File: src/rtl/keyboard_ps2_decoder.sv
// PS/2 keyboard receiver and set-2 make-code decoder.
// Synchronizes and deglitches the device clock, assembles 11-bit frames
// (start, 8 data LSB-first, odd parity, stop), then tracks shift, caps-lock,
// break and extended prefixes to report plain make codes with a letter-case flag.
module keyboard_ps2_decoder #(
    parameter int unsigned FILTER_LEN     = 8,
    parameter int unsigned TIMEOUT_CYCLES = 50000
) (
    input  logic       clk,
    input  logic       rst_n,
    input  logic       ps2_clk,
    input  logic       ps2_data,
    output logic [7:0] scan_code,
    output logic       key_valid,
    output logic       letter_case,
    output logic       caps_lock,
    output logic       frame_err
);

    localparam int unsigned FCW = (FILTER_LEN > 1) ? $clog2(FILTER_LEN + 1) : 1;
    localparam int unsigned TCW = $clog2(TIMEOUT_CYCLES + 1);

    localparam logic [7:0] CodeBreak  = 8'hF0;
    localparam logic [7:0] CodeExt    = 8'hE0;
    localparam logic [7:0] CodeLShift = 8'h12;
    localparam logic [7:0] CodeRShift = 8'h59;
    localparam logic [7:0] CodeCaps   = 8'h58;

    typedef enum logic [1:0] {
        StIdle,
        StData,
        StParity,
        StStop
    } rx_state_e;

    // Synchronizers and clock filter
    logic           clk_s1_q, clk_s2_q;
    logic           data_s1_q, data_s2_q;
    logic           filt_q, filt_d;
    logic [FCW-1:0] fcnt_q, fcnt_d;
    logic           fall;

    // Frame receiver
    rx_state_e      state_q, state_d;
    logic [2:0]     bitcnt_q, bitcnt_d;
    logic [7:0]     shreg_q, shreg_d;
    logic           par_q, par_d;
    logic [TCW-1:0] tmo_q, tmo_d;
    logic           byte_vld_q, byte_vld_d;
    logic [7:0]     byte_q, byte_d;
    logic           ferr_q, ferr_d;

    // Decoder state
    logic           lshift_q, lshift_d;
    logic           rshift_q, rshift_d;
    logic           caps_q, caps_d;
    logic           caps_held_q, caps_held_d;
    logic           brk_q, brk_d;
    logic           ext_q, ext_d;
    logic [7:0]     scan_q, scan_d;
    logic           case_q, case_d;
    logic           kv_q, kv_d;

    // Two-flop synchronizers; idle PS/2 lines are high, so reset to 1.
    always_ff @(posedge clk or negedge rst_n) begin
        if (!rst_n) begin
            clk_s1_q  <= 1'b1;
            clk_s2_q  <= 1'b1;
            data_s1_q <= 1'b1;
            data_s2_q <= 1'b1;
        end else begin
            clk_s1_q  <= ps2_clk;
            clk_s2_q  <= clk_s1_q;
            data_s1_q <= ps2_data;
            data_s2_q <= data_s1_q;
        end
    end

    // Filtered level flips only after FILTER_LEN consecutive differing samples.
    always_comb begin
        filt_d = filt_q;
        fcnt_d = '0;
        if (clk_s2_q != filt_q) begin
            if (fcnt_q == FCW'(FILTER_LEN - 1)) begin
                filt_d = clk_s2_q;
            end else begin
                fcnt_d = fcnt_q + 1'b1;
            end
        end
    end

    // Falling edge is the cycle in which the filter decides to go 1->0.
    assign fall = filt_q & ~filt_d;

    // Frame receiver next state, with inter-edge watchdog outside IDLE.
    always_comb begin
        state_d    = state_q;
        bitcnt_d   = bitcnt_q;
        shreg_d    = shreg_q;
        par_d      = par_q;
        byte_d     = byte_q;
        byte_vld_d = 1'b0;
        ferr_d     = 1'b0;

        if (state_q == StIdle || fall) begin
            tmo_d = '0;
        end else begin
            tmo_d = tmo_q + 1'b1;
        end

        unique case (state_q)
            StIdle: begin
                // A high start bit is line noise; ignore it silently.
                if (fall && !data_s2_q) begin
                    state_d  = StData;
                    bitcnt_d = '0;
                end
            end
            StData: begin
                if (fall) begin
                    shreg_d  = {data_s2_q, shreg_q[7:1]};
                    bitcnt_d = bitcnt_q + 3'd1;
                    if (bitcnt_q == 3'd7) begin
                        state_d = StParity;
                    end
                end
            end
            StParity: begin
                if (fall) begin
                    par_d   = data_s2_q;
                    state_d = StStop;
                end
            end
            StStop: begin
                if (fall) begin
                    state_d = StIdle;
                    if (data_s2_q && (^{shreg_q, par_q})) begin
                        byte_d     = shreg_q;
                        byte_vld_d = 1'b1;
                    end else begin
                        ferr_d = 1'b1;
                    end
                end
            end
            default: state_d = StIdle;
        endcase

        if (state_q != StIdle && !fall && tmo_q == TCW'(TIMEOUT_CYCLES - 1)) begin
            state_d = StIdle;
            ferr_d  = 1'b1;
            tmo_d   = '0;
        end
    end

    // Byte decoder: prefixes, modifier tracking and make-code reporting.
    always_comb begin
        lshift_d    = lshift_q;
        rshift_d    = rshift_q;
        caps_d      = caps_q;
        caps_held_d = caps_held_q;
        brk_d       = brk_q;
        ext_d       = ext_q;
        scan_d      = scan_q;
        case_d      = case_q;
        kv_d        = 1'b0;

        if (byte_vld_q) begin
            if (byte_q == CodeBreak) begin
                // Keeps ext_q so E0 F0 xx is still swallowed as extended.
                brk_d = 1'b1;
            end else if (byte_q == CodeExt) begin
                ext_d = 1'b1;
            end else if (ext_q) begin
                ext_d = 1'b0;
                brk_d = 1'b0;
            end else if (brk_q) begin
                brk_d = 1'b0;
                case (byte_q)
                    CodeLShift: lshift_d    = 1'b0;
                    CodeRShift: rshift_d    = 1'b0;
                    CodeCaps:   caps_held_d = 1'b0;
                    default:    ;
                endcase
            end else begin
                case (byte_q)
                    CodeLShift: lshift_d = 1'b1;
                    CodeRShift: rshift_d = 1'b1;
                    CodeCaps: begin
                        // Typematic repeats of caps arrive with caps_held set.
                        if (!caps_held_q) begin
                            caps_d = ~caps_q;
                        end
                        caps_held_d = 1'b1;
                    end
                    default: begin
                        scan_d = byte_q;
                        case_d = (lshift_q | rshift_q) ^ caps_q;
                        kv_d   = 1'b1;
                    end
                endcase
            end
        end
    end

    // State registers for filter, receiver and decoder.
    always_ff @(posedge clk or negedge rst_n) begin
        if (!rst_n) begin
            filt_q      <= 1'b1;
            fcnt_q      <= '0;
            state_q     <= StIdle;
            bitcnt_q    <= '0;
            shreg_q     <= '0;
            par_q       <= 1'b0;
            tmo_q       <= '0;
            byte_q      <= '0;
            byte_vld_q  <= 1'b0;
            ferr_q      <= 1'b0;
            lshift_q    <= 1'b0;
            rshift_q    <= 1'b0;
            caps_q      <= 1'b0;
            caps_held_q <= 1'b0;
            brk_q       <= 1'b0;
            ext_q       <= 1'b0;
            scan_q      <= '0;
            case_q      <= 1'b0;
            kv_q        <= 1'b0;
        end else begin
            filt_q      <= filt_d;
            fcnt_q      <= fcnt_d;
            state_q     <= state_d;
            bitcnt_q    <= bitcnt_d;
            shreg_q     <= shreg_d;
            par_q       <= par_d;
            tmo_q       <= tmo_d;
            byte_q      <= byte_d;
            byte_vld_q  <= byte_vld_d;
            ferr_q      <= ferr_d;
            lshift_q    <= lshift_d;
            rshift_q    <= rshift_d;
            caps_q      <= caps_d;
            caps_held_q <= caps_held_d;
            brk_q       <= brk_d;
            ext_q       <= ext_d;
            scan_q      <= scan_d;
            case_q      <= case_d;
            kv_q        <= kv_d;
        end
    end

    assign scan_code   = scan_q;
    assign key_valid   = kv_q;
    assign letter_case = case_q;
    assign caps_lock   = caps_q;
    assign frame_err   = ferr_q;

endmodule

File: config.mk
export PLATFORM = sky130hd
export DESIGN_NAME = keyboard_ps2_decoder
export DESIGN_NICKNAME = d
export VERILOG_FILES = /design/src/rtl/keyboard_ps2_decoder.sv
export SDC_FILE = /design/constraint.sdc
export NUM_CORES = 1
export LEC_CHECK = 0
export ABC_AREA = 1
export BUFFER_PORTS_ARGS = -buffer_cell sky130_fd_sc_hd__buf_2
export CELL_PAD_IN_SITES_DETAIL_PLACEMENT = 1
export CELL_PAD_IN_SITES_GLOBAL_PLACEMENT = 1
export CORE_ASPECT_RATIO = 1.5
export CORE_MARGIN = 10
export CORE_UTILIZATION = 45
export DETAILED_ROUTE_END_ITERATION = 6
export HOLD_SLACK_MARGIN = 0.02
export PLACE_DENSITY_LB_ADDON = 0.1
export SLEW_MARGIN = 20
export SYNTH_ARGS = -nofsm -noshare
export SYNTH_HDL_FRONTEND = slang
export SYNTH_SLANG_ARGS = --single-unit
export TNS_END_PERCENT = 10
File: constraint.sdc
create_clock -name clk -period 1.7 [get_ports clk]
set_input_delay 0 -clock clk [delete_from_list [all_inputs] [get_ports clk]]
set_output_delay 0 -clock clk [all_outputs]
set_load 0.02 [all_outputs]
==> results.yml, run 1 <==
worst_setup_path:
  path_class: "reg2reg"
  reg2reg_from: "fcnt_q[1]"
  critPathLaunchType: "register"
  critical_path.max_fanout: 6
  slowest_delay_ps: 390
  slowest_stage: "dfrtp_1"
  cp_data_required_time_ps: 1940
  cpMostUsedCell: "buf_4"
  r2r_setup_slack_ps: 130
  critPathCaptureType: "register"
  crit_chain: "ha_4, nand3_4, nor3_4, buf_4, nor2_2, nand2_1, buf_4, nor2_1, o21a_1"
  crit_buf_inv: 2
  rr_worst_depth: 9
  crit_family: "simple AND/OR/NAND/NOR gates"
  r2r-end: "tmo_q[10]"
  crit_arrival_ps: 1800
pwr:
  cell_internal_pwr_mw: 2.897
  max-vdd-ir-drop_mv: 0.7330
  switchingPower_mw: 1.190
  combPwrFrac: 0.220
  p_leak_nw: 1.944
  p_per_area_nw_per_um2: 1055
  power.share.switching: 0.2911
  clkPwrFrac: 0.347
  p_seq_frac: 0.433
cells_and_area:
  drive_gt1_frac: 0.1950
  fillerInstances: 874
  final_common_cell: "nand2_1"
  design_area_um2: 3875
  diodes: 0
  layout_common_cells: "nand2_1 (111), dfrtp_1 (59), inv_1 (46)"
  finalNetCount: 445
  fin_cells: 536
  area_growth_pct: 18.43
sta:
  worst_slew_pin_slew_ps: 523.4
  finalHoldViolations: 0
  slew_violations: 0
  hold_ws_ps: 157.0
  skew_ps: 8.834
  finalSetupTns_ps: 0
  post-route-period-util: 0.9212
  final-setup-viol-count: 0
  fmax_mhz: 638.6
  setup_ws_ps: 134.0
  rsz0062_at_grt: "yes"
  slew_headroom: 0.6511
  min_period_ps: 1566
clock_network:
  cts.sinks: 65
  insertion_delay_ps: 340
  h-tree-depth: 3
  clkTransAtPathRegs_ps: 70
  cts.path.max_buffers: 2
  cts-root-buf: "clkbuf_8"
  tritoncts: "built"
  cts_made_buffers: 9
grt:
  grt_overflow_total: 0
  grt_usage: 0.1471
  grt_max_degree: 46
  antenna_found_initial: 0
  grt_pass1_vias: 2861
  grt_pass1_wl_um: 12860
routing:
  drc: 0
  wl_per_cell_um: 13.86
  wl_um: 7428
  drt_iter0_drc: 84
  first_pass_iters: 5
  vias: 2694
  via_per_inst: 5.026
  ant_nets: 0
synthesis:
  synth-simple-area-share: 0.3055
  synth_cell_types: 38
  synth_compound_area_frac: 0.08145
  syn_area_per_cell_um2: 8.347
  synth_seq_cells: 65
  synth_top_family_by_area: "simple AND/OR/NAND/NOR gates"
  synthMuxAreaShare: 0
  netlist_area_um2: 3272
  synth_fp_nets: 405
  yosysWarnings: 0
  synthAdderAreaFrac: 0.03442
  synth-xor-area-share: 0.01338
  postSynthCellCount: 392
  yosysSeqAreaShare: 0.4990
die:
  die_w_um: 89.62
  num_io_pins: 16
  die_area_um2: 11150
  fp-row-count: 38
  core_area_um2: 7179
  die_h_um: 124.4
  start_util: 0.4557
run:
  drv_cap: 0
place:
  dp.cells: 513
  place_ws_ps: -3.820
  portBuffers: 15
  gp_congestion: 0.7852
  post_dp_cell_area_um2: 3542
  dpl.hpwl_um: 5728
hold_path:
  hold_class: "in2async"
status:
  status: "finished, final reports clean"
-- state kept, by name, indices dropped and copies added, names as in the netlist --
name and count:
frame_err 1, key_valid 1, bitcnt_q 3, fcnt_q 4
shreg_q 8, lshift_q 1, byte_q 8, par_q 1
caps_held_q 1, byte_vld_q 1, rshift_q 1, letter_case 1
filt_q 1, caps_lock 1, brk_q 1, data_s1_q 1
tmo_q 16, state_q 2, data_s2_q 1, clk_s1_q 1
ext_q 1, clk_s2_q 1, scan_code 8
-- power groups by stage --
stage / sequential [mW] / combinational, mW / clock [mW]
2_1_floorplan: 1.76 / 0.526 / 0
3_3_place_gp: 1.78 / 0.767 / 0
3_5_place_dp: 1.78 / 0.807 / 0
4_1_cts: 1.75 / 0.863 / 1.47
5_1_grt: 1.78 / 1.03 / 1.54
6_report: 1.77 / 0.898 / 1.42
-- layout make-up --
class	instances	area (um2)	share of cell area
clock buffer	12	145.1	0.03746
clock inverter	3	65.06	0.01679
inverter	51	193.9	0.05005
multi-input combinational	273	1476	0.3810
sequential	65	1634	0.4217
tap	100	125.1	0.03229
timing repair buffer	32	235.2	0.06070
-- cells by family after synthesis --
logic type	count (synthesis)
AND/OR/NAND/NOR	212
buffers and inverters	54
AO/OA/AOI/OAI	47
XOR/XNOR	5
flip-flops	65
adder cells (fa/ha/maj)	9
-- cells in the mapped netlist (all sizes together) --
cell type  instances  area (um2)
nand3b             1       7.510
o21a               1       7.510
xor2               2       17.52
nand4             13       96.34
a31oi              2       12.51
nor3              11       76.33
xnor2              3       26.28
inv               51       193.9
o31ai              2       15.01
o21ai             29       160.2
or2                2       12.51
nor3b              2       15.01
dfrtp             60        1501
dfstp              5       131.4
clkbuf             1       3.750
nand3             20       120.1
ha                 9       112.6
nor2              47       224.0
a31o               1       8.760
a211oi             1       7.510
a21oi             11       55.05
buf                2       18.77
nand2            116       447.9
-- metal layers --
metal  global-route usage  part of all wire  vias up
met5                    0                 0        -
li1                     -                 -     1330
met1               0.1411              0.38     1325
met4              0.05827             0.017        0
met3              0.04188             0.032       12
met2               0.2753              0.57       27
-- how the worst max path moves through the flow --
stage / startpoint / cells after the start / slack (ps) / end
final: fcnt_q[1] / 9 / 130 / tmo_q[10]
after global routing: fcnt_q[1] / 8 / -10 / bitcnt_q[0]
after CTS: fcnt_q[1] / 8 / 3 / state_q[1]
after detailed placement: fcnt_q[0] / 8 / -4 / bitcnt_q[0]
after global placement: fcnt_q[0] / 8 / 120 / byte_q[1]
after floorplan: state_q[0] / 9 / 160 / state_q[0]
-- repair_timing --
action	CTS	global route
resized for setup	2	16
setup endpoints to repair	1	29
setup buffers	4	1
endpoints found under the hold margin	22	0
pin swaps	2	4
hold buffers	3	0
-- per-stage QoR --
step / util / power, mW
finish: 0.5397 / 4.087
global route: 0.5397 / 4.347
CTS: 0.5317 / 4.088
detailed placement: 0.4934 / 2.590
global placement: 0.4934 / 2.543
floorplan: - / 2.285
-- worst reg2reg max path, cell delays in order, from the launching register on --
cell	delay, ps
dfrtp_1	390
ha_4	170
nand3_4	70
nor3_4	220
buf_4	170
nor2_2	50
nand2_1	100
buf_4	160
nor2_1	50
o21a_1	100
No activity file was read; power rests on OpenSTA's default activity.
==> inputs of run 2 (changes only) <==
Settings changed: CORE_UTILIZATION 45 to 46.
==> run 2 against run 1 <==
Register-to-register slack worse by 80 ps. Clock-buffer cell count up 2. Clock skew down 2.1 ps. Sequential power about the same. Routed wire length up 4.1%. Sequential share of layout area about the same. Worst hold slack better by 25 ps. Non-clock buffer count up 2. Fmax down 4.6%. Largest cell class unchanged. Power up 1.3%. Global-route usage up 0.74 points. Utilization up 2.2 points. Largest power group unchanged.
==> results.yml, run 2 (synthesized netlist as in run 1, its figures left out) <==
status:
  status: "finished, final reports clean"
pwr:
  combPwrFrac: 0.235
  fin_total_pwr_mw: 4.139
  p_per_area_nw_per_um2: 1068
  p_leak_nw: 1.978
  power.share.switching: 0.3039
  cell_internal_pwr_mw: 2.881
  max-vdd-ir-drop_mv: 0.7889
  p_seq_frac: 0.428
  clkPwrFrac: 0.337
  switchingPower_mw: 1.258
grt:
  grt_max_degree: 42
  grt_usage: 0.1545
  grt_pass1_wl_um: 13060
  antenna_found_initial: 0
  grt_pass1_vias: 2924
  grt_overflow_total: 0
routing:
  drc: 0
  wl_per_cell_um: 14.93
  wl_um: 7735
  first_pass_iters: 4
  drt_iter0_drc: 85
  via_per_inst: 5.205
  vias: 2696
  ant_nets: 0
worst_setup_path:
  slowest_stage: "dfrtp_1"
  slowest_delay_ps: 400
  r2r_setup_slack_ps: 60
  crit_arrival_ps: 1930
  path_class: "reg2reg"
  critical_path.max_fanout: 5
  crit_chain: "ha_4, nand3_4, nor3_4, inv_4, o21ai_4, buf_6, nand2_2, o21ai_1"
  crit_buf_inv: 2
  cp_data_required_time_ps: 1990
  crit_family: "flip-flops"
  critPathCaptureType: "register"
  critPathLaunchType: "register"
clock_network:
  h-tree-depth: 3
  cts-root-buf: "clkbuf_8"
  clkTransAtPathRegs_ps: 70
  insertion_delay_ps: 360
  cts_made_buffers: 9
  cts.path.max_buffers: 2
  cts.sinks: 65
  tritoncts: "built"
sta:
  finalSetupTns_ps: 0
  slew_violations: 0
  post-route-period-util: 0.9660
  rsz0062_at_grt: "yes"
  finalHoldViolations: 0
  worst_slew_pin_slew_ps: 611.3
  skew_ps: 6.752
  min_period_ps: 1642
  setup_ws_ps: 57.84
  hold_ws_ps: 181.7
  final-setup-viol-count: 0
  slew_headroom: 0.5925
  fmax_mhz: 609.0
hold_path:
  hold_class: "in2async"
die:
  fp-row-count: 37
  die_w_um: 88.86
  start_util: 0.4743
  die_area_um2: 10960
  core_area_um2: 6898
  die_h_um: 123.3
  num_io_pins: 16
place:
  portBuffers: 15
  dp.cells: 489
  post_dp_cell_area_um2: 3487
  place_ws_ps: -48.79
  dpl.hpwl_um: 5568
  gp_congestion: 0.7671
cells_and_area:
  layout_common_cells: "nand2_1 (110), dfrtp_1 (58), inv_1 (45)"
  utilization: 0.5619
  diodes: 0
  drive_gt1_frac: 0.2068
  largest_reg_flops: 16
  largest-register: "tmo_q"
  final_common_cell: "nand2_1"
  area_growth_pct: 18.47
  finalNetCount: 448
  design_area_um2: 3876
  fin_cells: 518
run:
  drv_cap: 0
==> run 2: final timing paths <==
check	endpoint	from	cells past startpoint
worst max-delay path	bitcnt_q[0]	fcnt_q[0]	8
worst min-delay path	shreg_q[2]	rst_n	2
worst max register to register	bitcnt_q[0]	fcnt_q[0]	8
worst min register to register	clk_s2_q	clk_s1_q	0
max in group asynchronous	shreg_q[7]	rst_n	3
min in group clk	clk_s1_q	ps2_clk	2
==> run 2: repair_timing <==
action / CTS / global route
hold buffers: 3 / 0
resized for setup: 5 / 18
pin swaps: 4 / 6
endpoints found under the hold margin: 21 / 0
endpoints found under the setup margin: 14 / 25
cloned: 0 / 1
buffers inserted: 7 / 2
==> run 2: layer usage <==
layer	vias up	routed length [um]	GRT usage
met1	1312	3107	0.1577
met4	0	172	0.08114
met2	29	4192	0.2763
met5	-	0	0
li1	1339	-	-
met3	16	263	0.04345
==> run 2: power by group through the flow <==
| stage | sequential, mW | combinational [mW] | clock, mW |
|---|---|---|---|
| after global routing | 1.79 | 1.10 | 1.48 |
| final | 1.77 | 0.971 | 1.40 |
| after floorplan | 1.76 | 0.526 | 0 |
| after detailed placement | 1.78 | 0.776 | 0 |
| after CTS | 1.75 | 0.897 | 1.43 |
| after global placement | 1.78 | 0.736 | 0 |
==> run 2: area by class of cell <==
type	instances	area (um2)
multi-input cells	274	1500
repair buffers	34	241.5
inverters	51	193.9
clock inverters	2	35.03
flip-flops and latches	65	1635
fillers	856	3022
well taps	78	97.59
clock buffers	14	172.7
==> inputs of run 3 (changes only) <==
Settings changed: PLACE_DENSITY from default to 0.76, PLACE_DENSITY_LB_ADDON 0.1 to default.
==> run 3 against run 2 <==
Die area stayed put. Clock-buffer cell count is 4 lower. Setup slack worse by 16 ps. Global-route usage is 0.33 points lower. Routed wire length is 4.1% lower. Design area is 1.1% lower. Clock skew is 3.5 ps higher. Clock power is 3% higher. Final cell count is 1.2% lower. Critical path type unchanged. Largest power group unchanged.
==> results.yml, run 3 (synthesized netlist as in run 1, its figures left out) <==
routing:
  wl_per_cell_um: 14.48
  via_per_inst: 5.240
  ant_nets: 0
  highest_layer: "met4"
  drt_iter0_drc: 66
  vias: 2683
  dr_wl_met3_um: 228
  met1_length_um: 2765
  wl_um: 7415
  first_pass_iters: 4
  dr_wl_met2_um: 4175
  drc: 0
worst_setup_path:
  cp_data_required_time_ps: 1970
  crit_end: "state_q[0]"
  cpMostUsedCell: "nand2_1"
  r2r_setup_slack_ps: 40
  rr_worst_depth: 10
  crit_chain: "ha_4, nand3_4, nor3_4, buf_4, nor2_2, nand3_1, nand2_1, nand2_1, nand2_1, nand2_1"
  crit_arrival_ps: 1930
  r2r-end: "state_q[0]"
  critPathLaunchType: "register"
  path_class: "reg2reg"
  reg2reg_from: "fcnt_q[1]"
  worstSetupStartpoint: "fcnt_q[1]"
  slowest_delay_ps: 400
  critPathCaptureType: "register"
  slowest_stage: "dfrtp_1"
  critical_path.max_fanout: 4
sta:
  post-route-period-util: 0.9753
  worst_slew_pin_slew_ps: 467.6
  slew_headroom: 0.6882
  min_period_ps: 1658
  finalHoldViolations: 0
  skew_ps: 10.21
  final-setup-viol-count: 0
  rsz0062_at_grt: "yes"
  finalSetupTns_ps: 0
  fmax_mhz: 603.1
  slew_violations: 0
die:
  die_w_um: 88.86
  num_io_pins: 16
  start_util: 0.4743
  die_h_um: 123.3
  fp-row-count: 37
  die_area_um2: 10960
  core_area_um2: 6898
cells_and_area:
  area_growth_pct: 17.17
  design_area_um2: 3834
  fillerInstances: 846
  finalNetCount: 443
  final_common_cell: "nand2_1"
  largest_reg_flops: 16
  largest-register: "tmo_q"
  layout_common_cells: "nand2_1 (110), dfrtp_1 (59), inv_1 (47)"
  drive_gt1_frac: 0.1935
  diodes: 0
place:
  gp_congestion: 0.7904
  portBuffers: 15
  dpl.hpwl_um: 5586
  post_dp_cell_area_um2: 3495
pwr:
  clkPwrFrac: 0.353
  p_leak_nw: 1.947
  power.share.switching: 0.2945
  max-vdd-ir-drop_mv: 0.8863
  p_seq_frac: 0.434
  cell_internal_pwr_mw: 2.869
  switchingPower_mw: 1.198
  p_per_area_nw_per_um2: 1061
  combPwrFrac: 0.213
clock_network:
  clkTransAtPathRegs_ps: 70
  h-tree-depth: 3
  cts.sinks: 65
  cts.path.max_buffers: 2
  cts-root-buf: "clkbuf_8"
  insertion_delay_ps: 340
  cts_made_buffers: 9
  tritoncts: "built"
grt:
  grt_max_degree: 48
  grt_pass1_wl_um: 12980
  grt_usage: 0.1512
  grt_pass1_vias: 2921
  grt_overflow_total: 0
  antenna_found_initial: 0
hold_path:
  hold_class: "in2async"
status:
  status: "finished, final reports clean"
run:
  drv_cap: 0
run 3: worst min-delay path by stage:
stage	startpoint	to	slack (ps)	depth (start not counted)
floorplan	rst_n	bitcnt_q[0]	-300	0
global placement	rst_n	shreg_q[5]	-30	1
detailed placement	rst_n	shreg_q[5]	-20	1
CTS	rst_n	shreg_q[2]	140	2
global route	rst_n	shreg_q[2]	180	2
finish	rst_n	shreg_q[2]	150	2
run 3: area by class of cell:
class                      count  area (um2)  share of cell area
sequential                    65        1634              0.4262
multi-input combinational    273        1479              0.3858
timing repair buffer          30       211.5             0.05516
inverter                      51       193.9             0.05059
clock buffer                  10       137.6             0.03590
tap                           78       97.59             0.02546
clock inverter                 5       80.08             0.02089
run 3: per-stage QoR:
stage	std cells	setup slack (ps)	total power, mW	hold slack (ps)	utilization
6_report	512	41.99	4.067	149.0	0.5558
5_1_grt	512	-54.48	4.316	181.2	0.5558
4_1_cts	508	14.25	4.036	135.1	0.5429
3_5_place_dp	490	35.71	2.569	-24.95	0.5066
3_3_place_gp	490	127.9	2.521	-25.70	0.5066
2_1_floorplan	392	159.1	2.285	-295.6	-
run 3: power groups by stage:
stage	Combinational (mW)	Clock [mW]	Sequential [mW]
floorplan	0.526	0	1.76
global placement	0.745	0	1.78
detailed placement	0.785	0	1.78
CTS	0.801	1.48	1.76
global route	0.993	1.54	1.78
finish	0.865	1.44	1.77
run 3: routing by layer:
| metal | vias up | global-route usage |
|---|---|---|
| met2 | 36 | 0.2859 |
| met5 | - | 0 |
| met3 | 18 | 0.02962 |
| li1 | 1330 | - |
| met1 | 1299 | 0.1471 |
| met4 | 0 | 0.08316 |
run 3: timing repair:
action,CTS,global route
setup endpoints to repair,1,24
gates cloned,0,0
pin swaps,0,3
setup buffers,0,4
endpoints found under the hold margin,36,0
hold buffers,3,0
gates resized for setup,1,18
run 3: critical path, delay by kind of cell, from the launching register on:
family / cells / cell delay [ps]
DFF: 1 / 400
buffers and inverters: 1 / 170
and+or+nand+nor: 8 / 860
adders and majority gates: 1 / 180
